==> config.mk <==
export PLATFORM = sky130hd
export DESIGN_NAME = logic_axi4_stream_watermark_monitor_flat
export DESIGN_NICKNAME = d
export VERILOG_FILES = /design/src/rtl/logic_axi4_stream_watermark_monitor_pkg.sv /design/src/rtl/logic_axi4_stream_if.sv /design/src/rtl/logic_axi4_stream_watermark_compare.sv /design/src/rtl/logic_axi4_stream_watermark_monitor.sv /design/src/flat_wrapper.sv
export SDC_FILE = /design/constraint.sdc
export NUM_CORES = 1
export LEC_CHECK = 0
export CAP_MARGIN = 40
export CORE_ASPECT_RATIO = 0.7
export CORE_UTILIZATION = 30
export DETAILED_ROUTE_END_ITERATION = 12
export PLACE_DENSITY_LB_ADDON = 0.15
export REMOVE_ABC_BUFFERS = 1
export SYNTH_ARGS = -nofsm -noshare
export SYNTH_HDL_FRONTEND = slang
export SYNTH_HIERARCHICAL = 1
export SYNTH_SLANG_ARGS = --single-unit
==> constraint.sdc <==
create_clock -name aclk -period 4.1 [get_ports aclk]
set_clock_uncertainty 0.15 [all_clocks]
set_input_delay 0.615 -clock aclk [delete_from_list [all_inputs] [get_ports aclk]]
set_output_delay 0.615 -clock aclk [all_outputs]
set_load 0.005 [all_outputs]
==> src/rtl/logic_axi4_stream_watermark_monitor_pkg.sv <==
// Shared types for the watermark monitor: state codes and the event payload.
package logic_axi4_stream_watermark_monitor_pkg;

  localparam logic [1:0] STATE_NORMAL = 2'd0;
  localparam logic [1:0] STATE_LOW    = 2'd1;
  localparam logic [1:0] STATE_HIGH   = 2'd2;

  typedef enum logic [1:0] {
    NORMAL = STATE_NORMAL,
    LOW    = STATE_LOW,
    HIGH   = STATE_HIGH
  } state_t;

  // Level field is kept wide so the struct is independent of COUNTER_WIDTH;
  // the level is zero-extended into it.
  localparam int unsigned EVT_LEVEL_W = 32;

  typedef struct packed {
    logic [EVT_LEVEL_W-1:0] level;
    logic                   overflow;
    state_t                 old_state;
    state_t                 new_state;
  } event_t;

endpackage

==> src/rtl/logic_axi4_stream_if.sv <==
// Minimal AXI4-Stream bundle with source (tx) and sink (rx) views.
interface logic_axi4_stream_if #(
  parameter int TDATA_BYTES = 1,
  parameter int TID_W       = 1,
  parameter int TDEST_W     = 1,
  parameter int TUSER_W     = 1
) ();

  logic                     tvalid;
  logic                     tready;
  logic [8*TDATA_BYTES-1:0] tdata;
  logic [TDATA_BYTES-1:0]   tkeep;
  logic [TDATA_BYTES-1:0]   tstrb;
  logic                     tlast;
  logic [TID_W-1:0]         tid;
  logic [TDEST_W-1:0]       tdest;
  logic [TUSER_W-1:0]       tuser;

  modport tx (output tvalid, tdata, tkeep, tstrb, tlast, tid, tdest, tuser, input tready);
  modport rx (input tvalid, tdata, tkeep, tstrb, tlast, tid, tdest, tuser, output tready);

endinterface

==> src/rtl/logic_axi4_stream_watermark_compare.sv <==
// Combinational next-state classifier with saturated hysteresis thresholds.
module logic_axi4_stream_watermark_compare
  import logic_axi4_stream_watermark_monitor_pkg::*;
#(
  parameter int COUNTER_MAX   = 256,
  parameter int COUNTER_WIDTH = 8,
  parameter int HYSTERESIS    = 4
) (
  input  state_t                 cur_state,
  input  logic [COUNTER_WIDTH:0] level,
  input  logic [COUNTER_WIDTH:0] high_watermark,
  input  logic [COUNTER_WIDTH:0] low_watermark,
  output state_t                 next_state
);

  // One extra bit of headroom so low_watermark + HYSTERESIS cannot wrap.
  localparam int CW = COUNTER_WIDTH + 2;
  localparam logic [CW-1:0] HYST_C = CW'(HYSTERESIS);
  localparam logic [CW-1:0] MAX_C  = CW'(COUNTER_MAX);

  logic [CW-1:0] lvl_x, hw_x, lw_x, hw_exit, lw_sum, lw_exit;

  // Classify: HIGH beats LOW, then hysteresis decides exits to NORMAL.
  always_comb begin
    lvl_x   = CW'(level);
    hw_x    = CW'(high_watermark);
    lw_x    = CW'(low_watermark);
    hw_exit = (hw_x >= HYST_C) ? hw_x - HYST_C : '0;
    lw_sum  = lw_x + HYST_C;
    lw_exit = (lw_sum > MAX_C) ? MAX_C : lw_sum;
    next_state = NORMAL;
    if (lvl_x >= hw_x) begin
      next_state = HIGH;
    end else if (lvl_x <= lw_x) begin
      next_state = LOW;
    end else if (cur_state == HIGH) begin
      next_state = (lvl_x < hw_exit) ? NORMAL : HIGH;
    end else if (cur_state == LOW) begin
      next_state = (lvl_x > lw_exit) ? NORMAL : LOW;
    end
  end

endmodule

==> src/rtl/logic_axi4_stream_watermark_monitor.sv <==
// Fill-level watermark monitor: classifies level samples, emits one event
// beat per state change, tracks peak level and sticky overflow.
//
// state  | meaning
// NORMAL | level between the watermarks (with hysteresis)
// LOW    | level at or below low_watermark, not yet above low + HYSTERESIS
// HIGH   | level at or above high_watermark, not yet below high - HYSTERESIS
module logic_axi4_stream_watermark_monitor
  import logic_axi4_stream_watermark_monitor_pkg::*;
#(
  parameter int COUNTER_MAX   = 256,
  parameter int COUNTER_WIDTH = (COUNTER_MAX >= 2) ? $clog2(COUNTER_MAX) : 1,
  parameter int TDATA_BYTES   = 8 * ((COUNTER_WIDTH + 7) / 8),
  parameter int HYSTERESIS    = 4
) (
  input  logic                   aclk,
  input  logic                   areset,
  logic_axi4_stream_if.rx        rx,
  logic_axi4_stream_if.tx        tx,
  input  logic [COUNTER_WIDTH:0] high_watermark,
  input  logic [COUNTER_WIDTH:0] low_watermark,
  input  logic                   clear_peak,
  output logic [1:0]             level_state,
  output logic [COUNTER_WIDTH:0] peak_level,
  output logic                   overflow_seen
);

  localparam int LW = COUNTER_WIDTH + 1;
  localparam logic [LW-1:0] LEVEL_MAX = LW'(COUNTER_MAX);

  state_t            state_q, state_d, state_nxt;
  logic [LW-1:0]     peak_q, peak_d, level;
  logic              ovf_q, ovf_d, sample_ovf, accept;
  logic              tvalid_q, tvalid_d;
  event_t            evt_q, evt_d;
  logic [8*TDATA_BYTES-1:0] tx_data;
  logic              unused_rx;

  assign rx.tready  = !areset && (!tvalid_q || tx.tready);
  assign accept     = rx.tvalid && rx.tready;
  assign sample_ovf = rx.tdata[COUNTER_WIDTH];
  // An overflowed sample reads as full scale regardless of its value field.
  assign level      = sample_ovf ? LEVEL_MAX : {1'b0, rx.tdata[COUNTER_WIDTH-1:0]};
  assign unused_rx  = ^{rx.tdata[8*TDATA_BYTES-1:LW], rx.tkeep, rx.tstrb,
                        rx.tlast, rx.tid, rx.tdest, rx.tuser};

  logic_axi4_stream_watermark_compare #(
    .COUNTER_MAX  (COUNTER_MAX),
    .COUNTER_WIDTH(COUNTER_WIDTH),
    .HYSTERESIS   (HYSTERESIS)
  ) u_compare (
    .cur_state     (state_q),
    .level         (level),
    .high_watermark(high_watermark),
    .low_watermark (low_watermark),
    .next_state    (state_nxt)
  );

  // Next-state for the FSM, peak/sticky tracking and the event holding register.
  always_comb begin
    state_d  = state_q;
    peak_d   = peak_q;
    ovf_d    = ovf_q;
    evt_d    = evt_q;
    tvalid_d = tvalid_q && !tx.tready;
    if (accept) begin
      state_d = state_nxt;
      if (state_nxt != state_q) begin
        tvalid_d        = 1'b1;
        evt_d.new_state = state_nxt;
        evt_d.old_state = state_q;
        evt_d.overflow  = sample_ovf;
        evt_d.level     = EVT_LEVEL_W'(level);
      end
    end
    if (clear_peak) begin
      peak_d = accept ? level : '0;
      ovf_d  = accept && sample_ovf;
    end else if (accept) begin
      peak_d = (level > peak_q) ? level : peak_q;
      ovf_d  = ovf_q || sample_ovf;
    end
  end

  // State, tracking and holding registers with synchronous reset.
  always_ff @(posedge aclk) begin
    if (areset) begin
      state_q  <= NORMAL;
      peak_q   <= '0;
      ovf_q    <= 1'b0;
      tvalid_q <= 1'b0;
      evt_q    <= '0;
    end else begin
      state_q  <= state_d;
      peak_q   <= peak_d;
      ovf_q    <= ovf_d;
      tvalid_q <= tvalid_d;
      evt_q    <= evt_d;
    end
  end

  // Pack the held event into the tx beat; unused bits stay zero.
  always_comb begin
    tx_data                   = '0;
    tx_data[1:0]              = evt_q.new_state;
    tx_data[3:2]              = evt_q.old_state;
    tx_data[4]                = evt_q.overflow;
    tx_data[8 +: EVT_LEVEL_W] = evt_q.level;
  end

  assign tx.tvalid = tvalid_q;
  assign tx.tdata  = tx_data;
  assign tx.tlast  = 1'b1;
  assign tx.tkeep  = '1;
  assign tx.tstrb  = '1;
  assign tx.tid    = '0;
  assign tx.tdest  = '0;
  assign tx.tuser  = '0;

  assign level_state   = state_q;
  assign peak_level    = peak_q;
  assign overflow_seen = ovf_q;

endmodule

==> src/flat_wrapper.sv <==
// flat-port wrapper written by rule: the top's interface ports become plain ports
module logic_axi4_stream_watermark_monitor_flat import logic_axi4_stream_watermark_monitor_pkg::*;
#(
  parameter int COUNTER_MAX   = 256,
  parameter int COUNTER_WIDTH = (COUNTER_MAX >= 2) ? $clog2(COUNTER_MAX) : 1,
  parameter int TDATA_BYTES   = 8 * ((COUNTER_WIDTH + 7) / 8),
  parameter int HYSTERESIS    = 4
)
  (aclk, areset, high_watermark, low_watermark, clear_peak, level_state, peak_level, overflow_seen, rx_tvalid, rx_tdata, rx_tkeep, rx_tstrb, rx_tlast, rx_tid, rx_tdest, rx_tuser, rx_tready, tx_tvalid, tx_tdata, tx_tkeep, tx_tstrb, tx_tlast, tx_tid, tx_tdest, tx_tuser, tx_tready);
  logic_axi4_stream_if #(.TDATA_BYTES(TDATA_BYTES)) rx_i ();
  logic_axi4_stream_if #(.TDATA_BYTES(TDATA_BYTES)) tx_i ();
  input  logic aclk;
  input  logic areset;
  input  logic [COUNTER_WIDTH:0] high_watermark;
  input  logic [COUNTER_WIDTH:0] low_watermark;
  input  logic clear_peak;
  output logic [1:0] level_state;
  output logic [COUNTER_WIDTH:0] peak_level;
  output logic overflow_seen;
  input wire logic [$bits(rx_i.tvalid)-1:0] rx_tvalid;
  input wire logic [$bits(rx_i.tdata)-1:0] rx_tdata;
  input wire logic [$bits(rx_i.tkeep)-1:0] rx_tkeep;
  input wire logic [$bits(rx_i.tstrb)-1:0] rx_tstrb;
  input wire logic [$bits(rx_i.tlast)-1:0] rx_tlast;
  input wire logic [$bits(rx_i.tid)-1:0] rx_tid;
  input wire logic [$bits(rx_i.tdest)-1:0] rx_tdest;
  input wire logic [$bits(rx_i.tuser)-1:0] rx_tuser;
  output wire logic [$bits(rx_i.tready)-1:0] rx_tready;
  output wire logic [$bits(tx_i.tvalid)-1:0] tx_tvalid;
  output wire logic [$bits(tx_i.tdata)-1:0] tx_tdata;
  output wire logic [$bits(tx_i.tkeep)-1:0] tx_tkeep;
  output wire logic [$bits(tx_i.tstrb)-1:0] tx_tstrb;
  output wire logic [$bits(tx_i.tlast)-1:0] tx_tlast;
  output wire logic [$bits(tx_i.tid)-1:0] tx_tid;
  output wire logic [$bits(tx_i.tdest)-1:0] tx_tdest;
  output wire logic [$bits(tx_i.tuser)-1:0] tx_tuser;
  input wire logic [$bits(tx_i.tready)-1:0] tx_tready;
  assign rx_i.tvalid = rx_tvalid;
  assign rx_i.tdata = rx_tdata;
  assign rx_i.tkeep = rx_tkeep;
  assign rx_i.tstrb = rx_tstrb;
  assign rx_i.tlast = rx_tlast;
  assign rx_i.tid = rx_tid;
  assign rx_i.tdest = rx_tdest;
  assign rx_i.tuser = rx_tuser;
  assign rx_tready = rx_i.tready;
  assign tx_tvalid = tx_i.tvalid;
  assign tx_tdata = tx_i.tdata;
  assign tx_tkeep = tx_i.tkeep;
  assign tx_tstrb = tx_i.tstrb;
  assign tx_tlast = tx_i.tlast;
  assign tx_tid = tx_i.tid;
  assign tx_tdest = tx_i.tdest;
  assign tx_tuser = tx_i.tuser;
  assign tx_i.tready = tx_tready;
  logic_axi4_stream_watermark_monitor #(.COUNTER_MAX(COUNTER_MAX), .COUNTER_WIDTH(COUNTER_WIDTH), .TDATA_BYTES(TDATA_BYTES), .HYSTERESIS(HYSTERESIS)) u_core (.aclk(aclk), .areset(areset), .rx(rx_i), .tx(tx_i), .high_watermark(high_watermark), .low_watermark(low_watermark), .clear_peak(clear_peak), .level_state(level_state), .peak_level(peak_level), .overflow_seen(overflow_seen));
endmodule
# Yosys cells after proc, flatten, opt, wreduce, memory -nomap -nowiden
# Index checks and enable logic that the tools add are counted.
# classes
magnitude_cmp,7
n_reduce_logical,13
eq_ne,3
n_mux,17
add_sub_neg,2
# op_table
operator,n
two-way mux 9 bit,5
two-way mux 10 bit,2
adder 9 x 3 -> 10 bit (second input constant),1
> comparator 10 x 9 -> 1 bit (second input constant),1
> comparator 9 x 10 -> 1 bit,1
less-than comparator 9 x 10 -> 1 bit,1
subtractor 9 x 3 -> 10 bit (second input constant),1
>= comparator 9 x 3 -> 1 bit (second input constant),1
>= comparator 9 bit,1
> comparator 9 bit,1
less-or-equal comparator 9 bit,1
two-way mux 2 bit,4
two-way mux 1 bit,6
logical AND 1 bit,4
AND reduction 2 bit,2
nonzero test 2 bit,2
zero test 1 bit,3
equality test 2 x 1 -> 1 bit (second input constant),1
equality test 2 bit (second input constant),1
logical OR 1 bit,2
!= test 2 bit,1
# totals
word_cells,50
register_bits,27
out_inout_bits,98

# Depth between registers and ports, before layout
# logic_depth
word_depth,12
mapped_depth,18
ltp_nobuf,17

# Cells and area by module
# Netlist, hierarchy kept.
# modules_own_cells
module,seq_area_each_um2,n_inst,cells_per_inst,area_each_um2
logic_axi4_stream_watermark_monitor,520.5,1,215,1850.5
logic_axi4_stream_watermark_compare,0.0,1,159,1179.9

# Least setup slack after synthesis
# No wires, ideal clock.
# synth_path
path_type,input to register
from,input port high_watermark[3]
to,register u_core.evt_q (netlist bit u_core/tx.tdata[0])
cell_stages,17
slack_ns,0.210
path_buffers,2
setup_ns,0.128
arrival_ns,3.613
required_ns,3.822
path_cell_list,inv_1 > ha_1 > nand3_2 > or3_1 > buf_6 > nand2b_1 > ha_1 > a21o_1 > nand3_1 > a21oi_1 > a2111oi_1 > o31ai_2 > xnor2_1 > a21oi_2 > buf_2 > mux2i_1 > nor2_1
# synth_between
elab_chain_len,9
# synth_lines
item,line,rtl
"start, declared",flat_wrapper.sv:14,input logic [COUNTER_WIDTH:0] high_watermark;
subtractor 9 x 3 -> 10 bit / >= comparator 9 x 3 -> 1 bit (equally long branches),logic_axi4_stream_watermark_compare.sv:28,hw_exit = (hw_x >= HYST_C) ? hw_x - HYST_C : '0;
two-way mux 10 bit,logic_axi4_stream_watermark_compare.sv:28,
less-than comparator 9 x 10 -> 1 bit,logic_axi4_stream_watermark_compare.sv:37,next_state = (lvl_x < hw_exit) ? NORMAL : HIGH;
two-way mux 2 bit,logic_axi4_stream_watermark_compare.sv:37,
two-way mux 2 bit,logic_axi4_stream_watermark_compare.sv:36,end else if (cur_state == HIGH) begin
two-way mux 2 bit,logic_axi4_stream_watermark_compare.sv:34,end else if (lvl_x <= lw_x) begin
two-way mux 2 bit *,logic_axi4_stream_watermark_compare.sv:32,if (lvl_x >= hw_x) begin
named net u_core.state_nxt[1],logic_axi4_stream_watermark_monitor.sv:31,"state_t state_q, state_d, state_nxt;"
!= test 2 bit *,logic_axi4_stream_watermark_monitor.sv:68,if (state_nxt != state_q) begin
AND reduction 2 bit (no source line) *,-,
"end signal, assigned",logic_axi4_stream_watermark_monitor.sv:98,evt_q <= evt_d;
"end, declared",logic_axi4_stream_watermark_monitor.sv:35,"event_t evt_q, evt_d;"
# Mark *: on every way through the listed nets, which the timed path passes. The rest lies on a longest branch.
# A chain may end at the register's enable or synchronous reset.

# Final worst setup path
# Same ends and word-level chain as after synthesis.

==> impl_metrics.env <==
export IMPL_ys_ff_latch=26
export IMPL_max_slew_margin_pct=60.9
export IMPL_peakVddDrop_mv=0.182
export IMPL_drt_total_wl_um=7800
export IMPL_synth_top_family_by_area="buffers and inverters"
export IMPL_yosysTopAreaCell="ha_1"
export IMPL_fin_crit_sh_pct=94.6
export IMPL_ff2ff_setup_slack_ns=1.71
export IMPL_final_cell_mix="70 x conb_1, 57 x clkdlybuf4s50_1, 46 x buf_4"
export IMPL_grt_pass1_wl_um=12000
export IMPL_worstSetupPathType="in2reg"
export IMPL_seq_power_share_pct=30.3
export IMPL_synth_fa_ha_area_share_pct=18.6
export IMPL_setup_slack_ns=0.221
export IMPL_synth_ff_type="dfxtp_1"
export IMPL_die_area_sq_um=10500
export IMPL_comb_power_share_pct=38.9
export IMPL_ys_seq_area_share_pct=17.2
export IMPL_power_switching_uw=281
export IMPL_drtIter0Drc=63
export IMPL_fmax_ghz=0.258
export IMPL_synth_cell_types=49
export IMPL_drc_errors=0
export IMPL_finalPower_uw=927
export IMPL_synth_simple_gate_area_share_pct=17.6
export IMPL_drv_slew=0
export IMPL_synthArstFlopShare_pct=0
export IMPL_clockBufferDepth=2
export IMPL_cap_violations=0
export IMPL_clock_sinks=26
export IMPL_grt_max_degree=16
export IMPL_avgSynthCellArea_sq_um=8.10
export IMPL_status="complete, no violations"
export IMPL_die_x_um=122
export IMPL_grt_ovfl_total=0
export IMPL_synthesis_area_sq_um=3030
export IMPL_postLayoutCoreUtil_pct=42.0
export IMPL_setup_viol=0
export IMPL_drive_above_1_share_pct=17.3
export IMPL_p_int_uw=646
export IMPL_reg2reg_depth=8
export IMPL_grt_total_usage_pct=14.4
export IMPL_routabilityCongestion=0.794
export IMPL_synth_compound_area_share_pct=15.8
export IMPL_cts_tree="built"
export IMPL_postRouteAntennaNets=0
export IMPL_sw_frac_of_total_pct=30.4
export IMPL_start_util_pct=31.1
export IMPL_synthTopCellsByArea="ha_1 19%, buf_4 18%, dfxtp_1 17%, inv_1 4.3%, mux2i_1 4.3%"
export IMPL_startpoint_type="input port"
export IMPL_syn2layout_area_growth_pct=35.3
export IMPL_antenna_found_initial=0
export IMPL_holdCritStartpoint="u_core/peak_level[5]"
export IMPL_hold_viol_final=0
export IMPL_wl_per_cell_um=12.8
export IMPL_design_core_area_sq_um=9760
export IMPL_cts_htree_levels=1
export IMPL_crit_end="u_core/tx.tdata[0]"
export IMPL_finish_net_count=632
export IMPL_grt_pass1_vias=2439
export IMPL_min_period_ns=3.88
export IMPL_worstPathArrival_ns=3.89
export IMPL_synth_mux_area_share_pct=4.29
export IMPL_critPathCaptureType="flop"
export IMPL_root_buffer="clkbuf_16"
export IMPL_preCtsSetupSlack_ns=-0.301
export IMPL_hold_path_class="reg2reg"
export IMPL_power_leakage_nw=1.94
export IMPL_reg2reg_to="u_core/peak_level[2]"
export IMPL_dp_hpwl_um=6280
export IMPL_yosysWarnings=6
export IMPL_port_buffer_count=59
export IMPL_post_synth_xor_area_fraction_pct=2.89
export IMPL_synth_edf_count=0
export IMPL_path_max_fanout=9
export IMPL_row_count=30
export IMPL_vias=2623
export IMPL_required_ns=4.11
export IMPL_insertion_delay_ns=0.26
export IMPL_drt_first_pass_iters=4
export IMPL_tightest_slew_ns=0.582
export IMPL_powerDensity_nw_per_um2=226
export IMPL_clockPowerShare_pct=30.8
export IMPL_layout_cells_most_common="conb_1"
export IMPL_antenna_cells=0
export IMPL_via_per_inst=4.32
export IMPL_postSynthCellCount=374
export IMPL_r2r_start="u_core/peak_level[1]"
export IMPL_boundaryPins=205
export IMPL_synth_top_area_share_pct=18.6
export IMPL_cts_buffers=3
export IMPL_dieHeight_um=86.1
export IMPL_crit_start="high_watermark[3]"
export IMPL_clk_pin_slew_ns=0.07
power by group through the flow:
stage | combinational (mW) | clock (mW) | sequential (mW)
final | 0.361 | 0.285 | 0.281
after global routing | 0.403 | 0.301 | 0.283
after CTS | 0.343 | 0.293 | 0.281
after detailed placement | 0.338 | 0 | 0.287
after global placement | 0.334 | 0 | 0.287
after floorplan | 0.173 | 0 | 0.285
flip-flops by register name (all words and copies together) (netlist names):
register              count
u_core/tx.tdata          13
u_core/overflow_seen      1
u_core/tx.tvalid          1
u_core/peak_level         9
u_core/level_state        2
synthesized netlist by cell type, types with 2 or more instances:
cell / n
nand3_1: 12
nand4_1: 8
o21a_1: 3
inv_2: 2
a211o_1: 2
nand2_1: 27
xor2_1: 2
nor2b_1: 5
mux2i_1: 13
nor2_1: 23
xnor2_1: 8
o21ai_0: 12
conb_1: 2
nor3_1: 4
a31oi_1: 2
a21oi_2: 2
dfxtp_1: 26
buf_4: 72
a31oi_4: 2
inv_1: 35
buf_2: 3
nand2b_1: 11
nor3b_1: 3
o2bb2ai_1: 9
ha_1: 45
a21oi_1: 13
a21o_1: 6
worst max-delay path: stages:
cell             delay [ns]
clkdlybuf4s50_1        0.50
inv_2                  0.06
ha_2                   0.17
nor3b_4                0.15
buf_4                  0.13
nor3b_2                0.14
a21oi_1                0.16
ha_1                   0.28
nand3_1                0.11
nor2_1                 0.05
o21ai_1                0.12
a31oi_4                0.05
a2111oi_4              0.27
buf_4                  0.17
o31ai_4                0.06
xnor2_2                0.17
a21oi_2                0.25
buf_12                 0.18
mux2i_1                0.19
nor2_1                 0.05
metrics by stage:
step / cells / cell area (sq um) / setup TNS (ns) / hold slack (ns)
6_report: 607 / 4100 / 0 / 0.335
2_1_floorplan: 365 / 2720 / 0 / 0.325
3_3_place_gp: 600 / 3880 / -4.31 / 0.323
4_1_cts: 604 / 4000 / 0 / 0.338
3_5_place_dp: 600 / 3880 / -3.54 / 0.328
5_1_grt: 607 / 4100 / -0.0812 / 0.349
cell type report:
type / instances / area, sq um
clock inverters: 1 / 30.0
fillers: 1036 / 5660
clock buffers: 3 / 75.1
multi-input cells: 302 / 2140
inverters: 37 / 139
repair buffers: 110 / 1030
flip-flops and latches: 26 / 520
well taps: 128 / 160
kinds of logic after synthesis:
kind of cell / count (synthesis)
buf+inv: 114
simple gates: 102
compound gates: 62
fa+ha+maj: 45
flops: 26
mux: 13
xor+xnor: 10
other cells: 2
what timing repair did:
action | CTS | global route
buffers inserted | 0 | 3
pin swaps | 0 | 11
hold buffers | 0 | 0
resized for setup | 3 | 20
endpoints found under the setup margin | 5 | 14
per-layer routing:
layer	vias up	part of all wire, %	track usage [%]
met5	-	0	0
met4	0	0.35	0.998
met3	4	4.6	2.86
met2	63	42	21.7
met1	1201	53	21.5
li1	1355	-	-
worst min path at each step:
stage | endpoint | cells past startpoint
after global placement | u_core/peak_level[7] | 1
after detailed placement | u_core/peak_level[5] | 1
after floorplan | u_core/peak_level[1] | 1
after CTS | u_core/peak_level[5] | 1
after global routing | u_core/peak_level[5] | 1
final | u_core/peak_level[5] | 1
No activity file was read; power rests on OpenSTA's default activity.
